`config.mk`:
```
export PLATFORM = sky130hd
export DESIGN_NAME = usb_ep_array
export DESIGN_NICKNAME = d
export VERILOG_FILES = /design/src/rtl/usb_ep_array.sv
export SDC_FILE = /design/constraint.sdc
export NUM_CORES = 1
export LEC_CHECK = 0
export ABC_AREA = 0
export ABC_CLOCK_PERIOD_IN_PS = 6400
export CORE_MARGIN = 3
export CORE_UTILIZATION = 45
export DETAILED_ROUTE_END_ITERATION = 8
export GPL_TIMING_DRIVEN = 0
export PLACE_DENSITY = 0.66
export SYNTH_ARGS = -nofsm -noshare
export SYNTH_HDL_FRONTEND = slang
export SYNTH_SLANG_ARGS = --single-unit
```
`constraint.sdc`:
```
create_clock -name clk -period 6.4 [get_ports clk]
set_input_delay 0.96 -clock clk [delete_from_list [all_inputs] [get_ports clk]]
set_output_delay 0.96 -clock clk [all_outputs]
set_load 0.03 [all_outputs]
```
`src/rtl/usb_ep_array.sv`:
```
// Multi-endpoint USB controller: per endpoint/direction ping-pong banks, toggle, stall and
// setup state shared between the USB transaction interface and the CPU command/status port.
module usb_ep_array #(
  parameter int unsigned EP_COUNT = 4,
  parameter int unsigned CNT_W    = 7
) (
  input  logic             clk,
  input  logic             rst_n,
  input  logic             usb_rst,
  input  logic [3:0]       endpoint,
  input  logic             direction_in,
  input  logic             setup,
  input  logic             success,
  input  logic [CNT_W-1:0] cnt,
  output logic             toggle,
  output logic [1:0]       handshake,
  output logic             bank,
  output logic             in_data_valid,
  output logic [CNT_W-1:0] in_len,
  input  logic [3:0]       ctrl_ep,
  input  logic             ctrl_dir_in,
  input  logic [15:0]      ctrl_wr_data,
  input  logic             ctrl_wr_strobe,
  output logic [15:0]      ctrl_rd_data,
  output logic             irq
);

  localparam int unsigned NEP      = 16;
  localparam logic [1:0]  HS_ACK   = 2'b00;
  localparam logic [1:0]  HS_NAK   = 2'b10;
  localparam logic [1:0]  HS_STALL = 2'b11;

  // Per-endpoint state; the [1:0] packed dimension is the direction (0 = OUT, 1 = IN)
  logic [1:0]       en_q    [NEP], en_d    [NEP];
  logic [1:0]       uptr_q  [NEP], uptr_d  [NEP];
  logic [1:0]       cptr_q  [NEP], cptr_d  [NEP];
  logic [1:0]       tog_q   [NEP], tog_d   [NEP];
  logic [1:0]       stall_q [NEP], stall_d [NEP];
  logic [1:0]       done_q  [NEP], done_d  [NEP];
  logic [1:0]       full_q  [NEP][2], full_d [NEP][2];
  logic [CNT_W-1:0] len_q   [NEP][2][2], len_d [NEP][2][2];
  logic [NEP-1:0]   setf_q, setf_d;

  logic u_ok, c_ok, u_ptr, u_optr, c_ptr, done_any, unused_wr;

  assign u_ok      = {1'b0, endpoint} < 5'(EP_COUNT);
  assign c_ok      = {1'b0, ctrl_ep} < 5'(EP_COUNT);
  assign u_ptr     = uptr_q[endpoint][direction_in];
  assign u_optr    = uptr_q[endpoint][0];
  assign c_ptr     = cptr_q[ctrl_ep][ctrl_dir_in];
  assign unused_wr = ^ctrl_wr_data;

  // Next state: CPU command first, then USB completion so USB sets win over CPU clears
  always_comb begin
    en_d    = en_q;
    uptr_d  = uptr_q;
    cptr_d  = cptr_q;
    tog_d   = tog_q;
    stall_d = stall_q;
    done_d  = done_q;
    full_d  = full_q;
    len_d   = len_q;
    setf_d  = setf_q;

    if (ctrl_wr_strobe && c_ok) begin
      if (ctrl_wr_data[8] && ctrl_dir_in && !full_q[ctrl_ep][1][c_ptr]) begin
        len_d[ctrl_ep][1][c_ptr]  = ctrl_wr_data[CNT_W-1:0];
        full_d[ctrl_ep][1][c_ptr] = 1'b1;
        cptr_d[ctrl_ep][1]        = ~c_ptr;
      end
      if (ctrl_wr_data[9] && !ctrl_dir_in && full_q[ctrl_ep][0][c_ptr]) begin
        full_d[ctrl_ep][0][c_ptr] = 1'b0;
        cptr_d[ctrl_ep][0]        = ~c_ptr;
      end
      if (ctrl_wr_data[10])      stall_d[ctrl_ep][ctrl_dir_in] = 1'b1;
      else if (ctrl_wr_data[11]) stall_d[ctrl_ep][ctrl_dir_in] = 1'b0;
      if (ctrl_wr_data[12]) tog_d[ctrl_ep][ctrl_dir_in] = 1'b0;
      if (ctrl_wr_data[13]) begin
        done_d[ctrl_ep][ctrl_dir_in] = 1'b0;
        if (!ctrl_dir_in) setf_d[ctrl_ep] = 1'b0;
      end
      if (ctrl_wr_data[15]) en_d[ctrl_ep][ctrl_dir_in] = ctrl_wr_data[14];
    end

    if (success && u_ok) begin
      if (setup) begin
        len_d[endpoint][0][u_optr]  = cnt;
        full_d[endpoint][0][u_optr] = 1'b1;
        uptr_d[endpoint][0]         = ~u_optr;
        done_d[endpoint][0]         = 1'b1;
        setf_d[endpoint]            = 1'b1;
        tog_d[endpoint]             = 2'b11;
        stall_d[endpoint]           = 2'b00;
        // Flush queued IN data: the host has restarted the control transfer
        full_d[endpoint][1]         = 2'b00;
        uptr_d[endpoint][1]         = cptr_d[endpoint][1];
      end else if (!direction_in) begin
        len_d[endpoint][0][u_ptr]  = cnt;
        full_d[endpoint][0][u_ptr] = 1'b1;
        uptr_d[endpoint][0]        = ~u_ptr;
        tog_d[endpoint][0]         = ~tog_q[endpoint][0];
        done_d[endpoint][0]        = 1'b1;
      end else begin
        full_d[endpoint][1][u_ptr] = 1'b0;
        uptr_d[endpoint][1]        = ~u_ptr;
        tog_d[endpoint][1]         = ~tog_q[endpoint][1];
        done_d[endpoint][1]        = 1'b1;
      end
    end

    if (usb_rst) begin
      for (int e = 0; e < NEP; e++) begin
        uptr_d[e]  = 2'b00;
        cptr_d[e]  = 2'b00;
        tog_d[e]   = 2'b00;
        stall_d[e] = 2'b00;
        done_d[e]  = 2'b00;
        for (int d = 0; d < 2; d++) begin
          full_d[e][d]   = 2'b00;
          len_d[e][d][0] = '0;
          len_d[e][d][1] = '0;
        end
      end
      setf_d = '0;
    end
  end

  always_comb begin
    done_any = 1'b0;
    for (int e = 0; e < NEP; e++) done_any = done_any | (|done_q[e]);
  end

  // State registers
  always_ff @(posedge clk or negedge rst_n) begin
    if (!rst_n) begin
      for (int e = 0; e < NEP; e++) begin
        en_q[e]    <= (e == 0) ? 2'b11 : 2'b00;
        uptr_q[e]  <= 2'b00;
        cptr_q[e]  <= 2'b00;
        tog_q[e]   <= 2'b00;
        stall_q[e] <= 2'b00;
        done_q[e]  <= 2'b00;
        for (int d = 0; d < 2; d++) begin
          full_q[e][d]   <= 2'b00;
          len_q[e][d][0] <= '0;
          len_q[e][d][1] <= '0;
        end
      end
      setf_q <= '0;
      irq    <= 1'b0;
    end else begin
      en_q    <= en_d;
      uptr_q  <= uptr_d;
      cptr_q  <= cptr_d;
      tog_q   <= tog_d;
      stall_q <= stall_d;
      done_q  <= done_d;
      full_q  <= full_d;
      len_q   <= len_d;
      setf_q  <= setf_d;
      irq     <= done_any;
    end
  end

  // USB-side decode of the addressed endpoint and direction
  always_comb begin
    handshake = HS_STALL;
    if (u_ok && en_q[endpoint][direction_in]) begin
      if (setup)                                   handshake = HS_ACK;
      else if (stall_q[endpoint][direction_in])    handshake = HS_STALL;
      else if (full_q[endpoint][direction_in][u_ptr])
        handshake = direction_in ? HS_ACK : HS_NAK;
      else
        handshake = direction_in ? HS_NAK : HS_ACK;
    end
    toggle        = u_ok & tog_q[endpoint][direction_in];
    bank          = u_ok & u_ptr;
    in_data_valid = u_ok & direction_in & full_q[endpoint][1][uptr_q[endpoint][1]];
    in_len        = in_data_valid ? len_q[endpoint][1][uptr_q[endpoint][1]] : '0;
  end

  // CPU status word
  always_comb begin
    ctrl_rd_data = 16'h0000;
    if (c_ok) begin
      ctrl_rd_data = {c_ptr,
                      en_q[ctrl_ep][ctrl_dir_in],
                      setf_q[ctrl_ep] & ~ctrl_dir_in,
                      done_q[ctrl_ep][ctrl_dir_in],
                      tog_q[ctrl_ep][ctrl_dir_in],
                      stall_q[ctrl_ep][ctrl_dir_in],
                      full_q[ctrl_ep][ctrl_dir_in][~c_ptr],
                      full_q[ctrl_ep][ctrl_dir_in][c_ptr],
                      1'b0,
                      7'(len_q[ctrl_ep][ctrl_dir_in][c_ptr])};
    end
  end

endmodule

```
==> out/results.tsv <==
metric	value	unit
cts_tree	yes	
track_usage	26.3	%
clkPwrFrac	47.7	%
num-fill-cells	4720	
cts_hold_buf	0	
max_clock_freq	158	MHz
synth-simple-area-share	14.2	%
grt_antenna_before_repair	3	
vias	16900	
ioPinCount	68	
comb_power_share	7.0	%
timing.final.setup_violations	0	
drv.max_cap_violation_count	0	
final_layout_size_suffix_gt1_share	20.0	%
utilization	52.2	%
cts_bufs_inserted	56	
hold_viol_final	0	
grt_setup_unrepaired	no	
irDropWorstVdd	257	µV
route.detailed.wl_per_inst	26.8	µm
clk_transition_reported_paths	0.06	ns
max_slew.worst_pin.slew	1.38	ns
grt_max_degree	125	
num-nets-final	2095	
seqPwrFrac	45.3	%
cts.sink_count	521	
run_status	finished, final reports clean	
p_sw_share	24.1	%
muxShareOfSynthArea	26.5	%
wl_met2	36300	µm
globalRoute.totalOverflow	0	
worst_ep_required_time	5.44	ns
worstSetupStartpointType	input port	
met3_length	5850	µm
skew_pair_late_insertion_delay	0.63	ns
postSynth.asyncResetShare	100	%
maxUsedRoutingLayer	met5	
synth_xor_xnor_area_share	0	%
detail-route-antenna-nets	0	
die_h	243	µm
worst_ep_arrival_time	5.35	ns
initial_core_util	45.7	%
master_cell_of_the_clock_root_buffer	sky130_fd_sc_hd__clkbuf_16	
total_of_flip_flops_plus_latches_after_synthesis	521	
synth_fp_nets	1988	
drt_pre_antenna_iters	5	
area_growth	14.1	%
dominant_combinational_cell_family_by_area_after_synthesis	multiplexers	
placement.setup.worst_slack	-0.646	ns
drc	0	
adder_and_majority_cell_fraction_of_the_synthesized_area	0	%
fp.dieArea	0.0591	mm²
post_cts.repair.setup_buffers	0	
skew	0.0320	ns
finalWorstSetupSlack	0.0853	ns
grt_pass1_vias	17900	
critical_path_class	in -> out	
portBuffers	45	
fin_setup_tns	0	ns
internal_power	5.55	mW
die-width	243	µm
synth_seq_area_share	51.6	%
avgSynthCellArea	13.0	µm²
power_switching	1.76	mW
dp_hpwl	53700	µm
detail_route.iter0.violations	1518	
synth_compound_gate_area_share	4.49	%
core_area	0.0553	mm²
post-route-period-util	98.7	%
synth_edf_count	0	
maxSlewViolCount	0	
detail_route.wirelength	76400	µm
p_per_area	253	mW/mm²
globalplace.congestion	0.945	
grt_first_pass_wirelength	116000	µm
worst_setup_end_kind	primary output	
synthesis.area	0.0253	mm²
power.leakage	12.8	nW
cts.repair.resized	21	
cts-root-to-sink-buffers	3	
ys.warnings.count	0	
timing.slew.headroom	7.43	%
min-delay-path-class	in -> async	
core.rowCount	86	
critPathMaxFanout	10	
synthFlopType	sky130_fd_sc_hd__dfrtp_1	
ys_types	56	
postSynthCellCount	1949	
cts.htree.levels	2	
post_drt_via_cell_ratio	5.94	
met1_length	31300	µm
finalCriticalPeriod	6.31	ns
[cells by family after synthesis]
logic type	Yosys count
AND/OR/NAND/NOR	668
multiplexers	384
other	1
flip-flops	521
buffers and inverters	196
AO/OA/AOI/OAI	179
[cells in the mapped netlist (13+ instances only)]
cell type | count | area share (%)
sky130_fd_sc_hd__dfrtp_1 | 519 | 51
sky130_fd_sc_hd__nor2b_1 | 344 | 8.5
sky130_fd_sc_hd__mux4_2 | 227 | 20
sky130_fd_sc_hd__nor2_1 | 176 | 2.6
sky130_fd_sc_hd__mux2i_1 | 150 | 5.9
sky130_fd_sc_hd__clkbuf_1 | 126 | 1.9
sky130_fd_sc_hd__a21oi_1 | 63 | 1.2
sky130_fd_sc_hd__nand2_1 | 57 | 0.85
sky130_fd_sc_hd__o21ai_0 | 41 | 0.81
sky130_fd_sc_hd__buf_2 | 33 | 0.65
sky130_fd_sc_hd__nand3_1 | 25 | 0.49
sky130_fd_sc_hd__a211oi_1 | 20 | 0.59
sky130_fd_sc_hd__buf_1 | 13 | 0.19
[worst max-delay path: stages]
cell	delay [ns]
sky130_fd_sc_hd__clkdlybuf4s50_1	0.53
sky130_fd_sc_hd__buf_2	0.35
sky130_fd_sc_hd__buf_2	0.35
sky130_fd_sc_hd__buf_2	0.37
sky130_fd_sc_hd__buf_2	0.40
sky130_fd_sc_hd__clkbuf_2	0.51
sky130_fd_sc_hd__mux4_2	0.42
sky130_fd_sc_hd__mux4_2	0.50
sky130_fd_sc_hd__mux2i_1	0.17
sky130_fd_sc_hd__nor2_1	0.12
sky130_fd_sc_hd__clkdlybuf4s50_1	0.65
[sequential cells by signal, indices dropped and copies added, names as in the netlist]
| signal | cells |
|---|---|
| done_q | 32 |
| stall_q | 32 |
| tog_q | 23 |
| cptr_q | 32 |
| en_q | 14 |
| irq | 1 |
| full_q | 64 |
| setf_q | 4 |
| uptr_q | 32 |
| len_q | 287 |
[worst paths after layout]
check / from / end / slack, ns / cells past startpoint
setup / recovery: endpoint[1] / in_len[0] / 0.09 / 11
hold / removal: rst_n / uptr_q[22] / 0.30 / 1
setup reg to reg: uptr_q[2] / len_q[379] / 3.04 / 9
hold reg to reg: en_q[16] / en_q[16] / 0.46 / 1
max in group asynchronous: rst_n / len_q[60] / 4.45 / 3
min in group clk: en_q[16] / en_q[16] / 0.46 / 1
[area by class of cell]
cell class                      instances  area, µm²  area share [%]
Sequential cell                       521      13000            45.2
Multi-Input combinational cell       1232      11400            39.6
Clock buffer                           76       1630            5.65
Tap cell                              748        936            3.24
Buffer                                184        831            2.88
Timing Repair Buffer                   49        568            1.97
Clock inverter                         28        362            1.25
Inverter                               12       45.0           0.156
Antenna cell                            3       7.51          0.0260
[per-layer routing]
layer / up-vias / track usage [%]
met4: 2 / 9.70
met3: 169 / 5.29
met2: 693 / 41.9
li1: 7188 / -
met5: - / 0
met1: 8892 / 36.1
[cells in the final DEF, fill, tap and decap left out, types with 25 or more instances in the layout]
cell / synthesis / layout
sky130_fd_sc_hd__mux2i_1: 150 / 147
sky130_fd_sc_hd__clkdlybuf4s50_1: 0 / 43
sky130_fd_sc_hd__mux4_2: 227 / 227
sky130_fd_sc_hd__nand2_1: 57 / 57
sky130_fd_sc_hd__clkbuf_1: 126 / 124
sky130_fd_sc_hd__nand3_1: 25 / 25
sky130_fd_sc_hd__nor2_1: 176 / 175
sky130_fd_sc_hd__dfrtp_1: 519 / 519
sky130_fd_sc_hd__a21oi_1: 63 / 63
sky130_fd_sc_hd__clkbuf_16: 0 / 58
sky130_fd_sc_hd__o21ai_0: 41 / 41
sky130_fd_sc_hd__nor2b_1: 344 / 344
sky130_fd_sc_hd__buf_2: 33 / 31
[through the flow]
step	cells	instance area (µm²)	total power, mW	hold WS, ns
after floorplan	1949	25300	3.63	0.429
after global placement	2742	26700	3.87	0.446
after detailed placement	2746	26800	3.88	0.449
after CTS	2850	28800	7.36	0.329
after global routing	2851	28800	7.53	0.375
final	2853	28900	7.30	0.304
[power by group through the flow]
| stage | logic (mW) | registers, mW | clock network (mW) |
|---|---|---|---|
| 3_3_place_gp | 0.494 | 3.38 | 0 |
| 5_1_grt | 0.545 | 3.31 | 3.68 |
| 4_1_cts | 0.512 | 3.31 | 3.54 |
| 2_1_floorplan | 0.264 | 3.37 | 0 |
| 3_5_place_dp | 0.509 | 3.37 | 0 |
| 6_report | 0.510 | 3.31 | 3.48 |
Power figures use the tool's default switching activity.
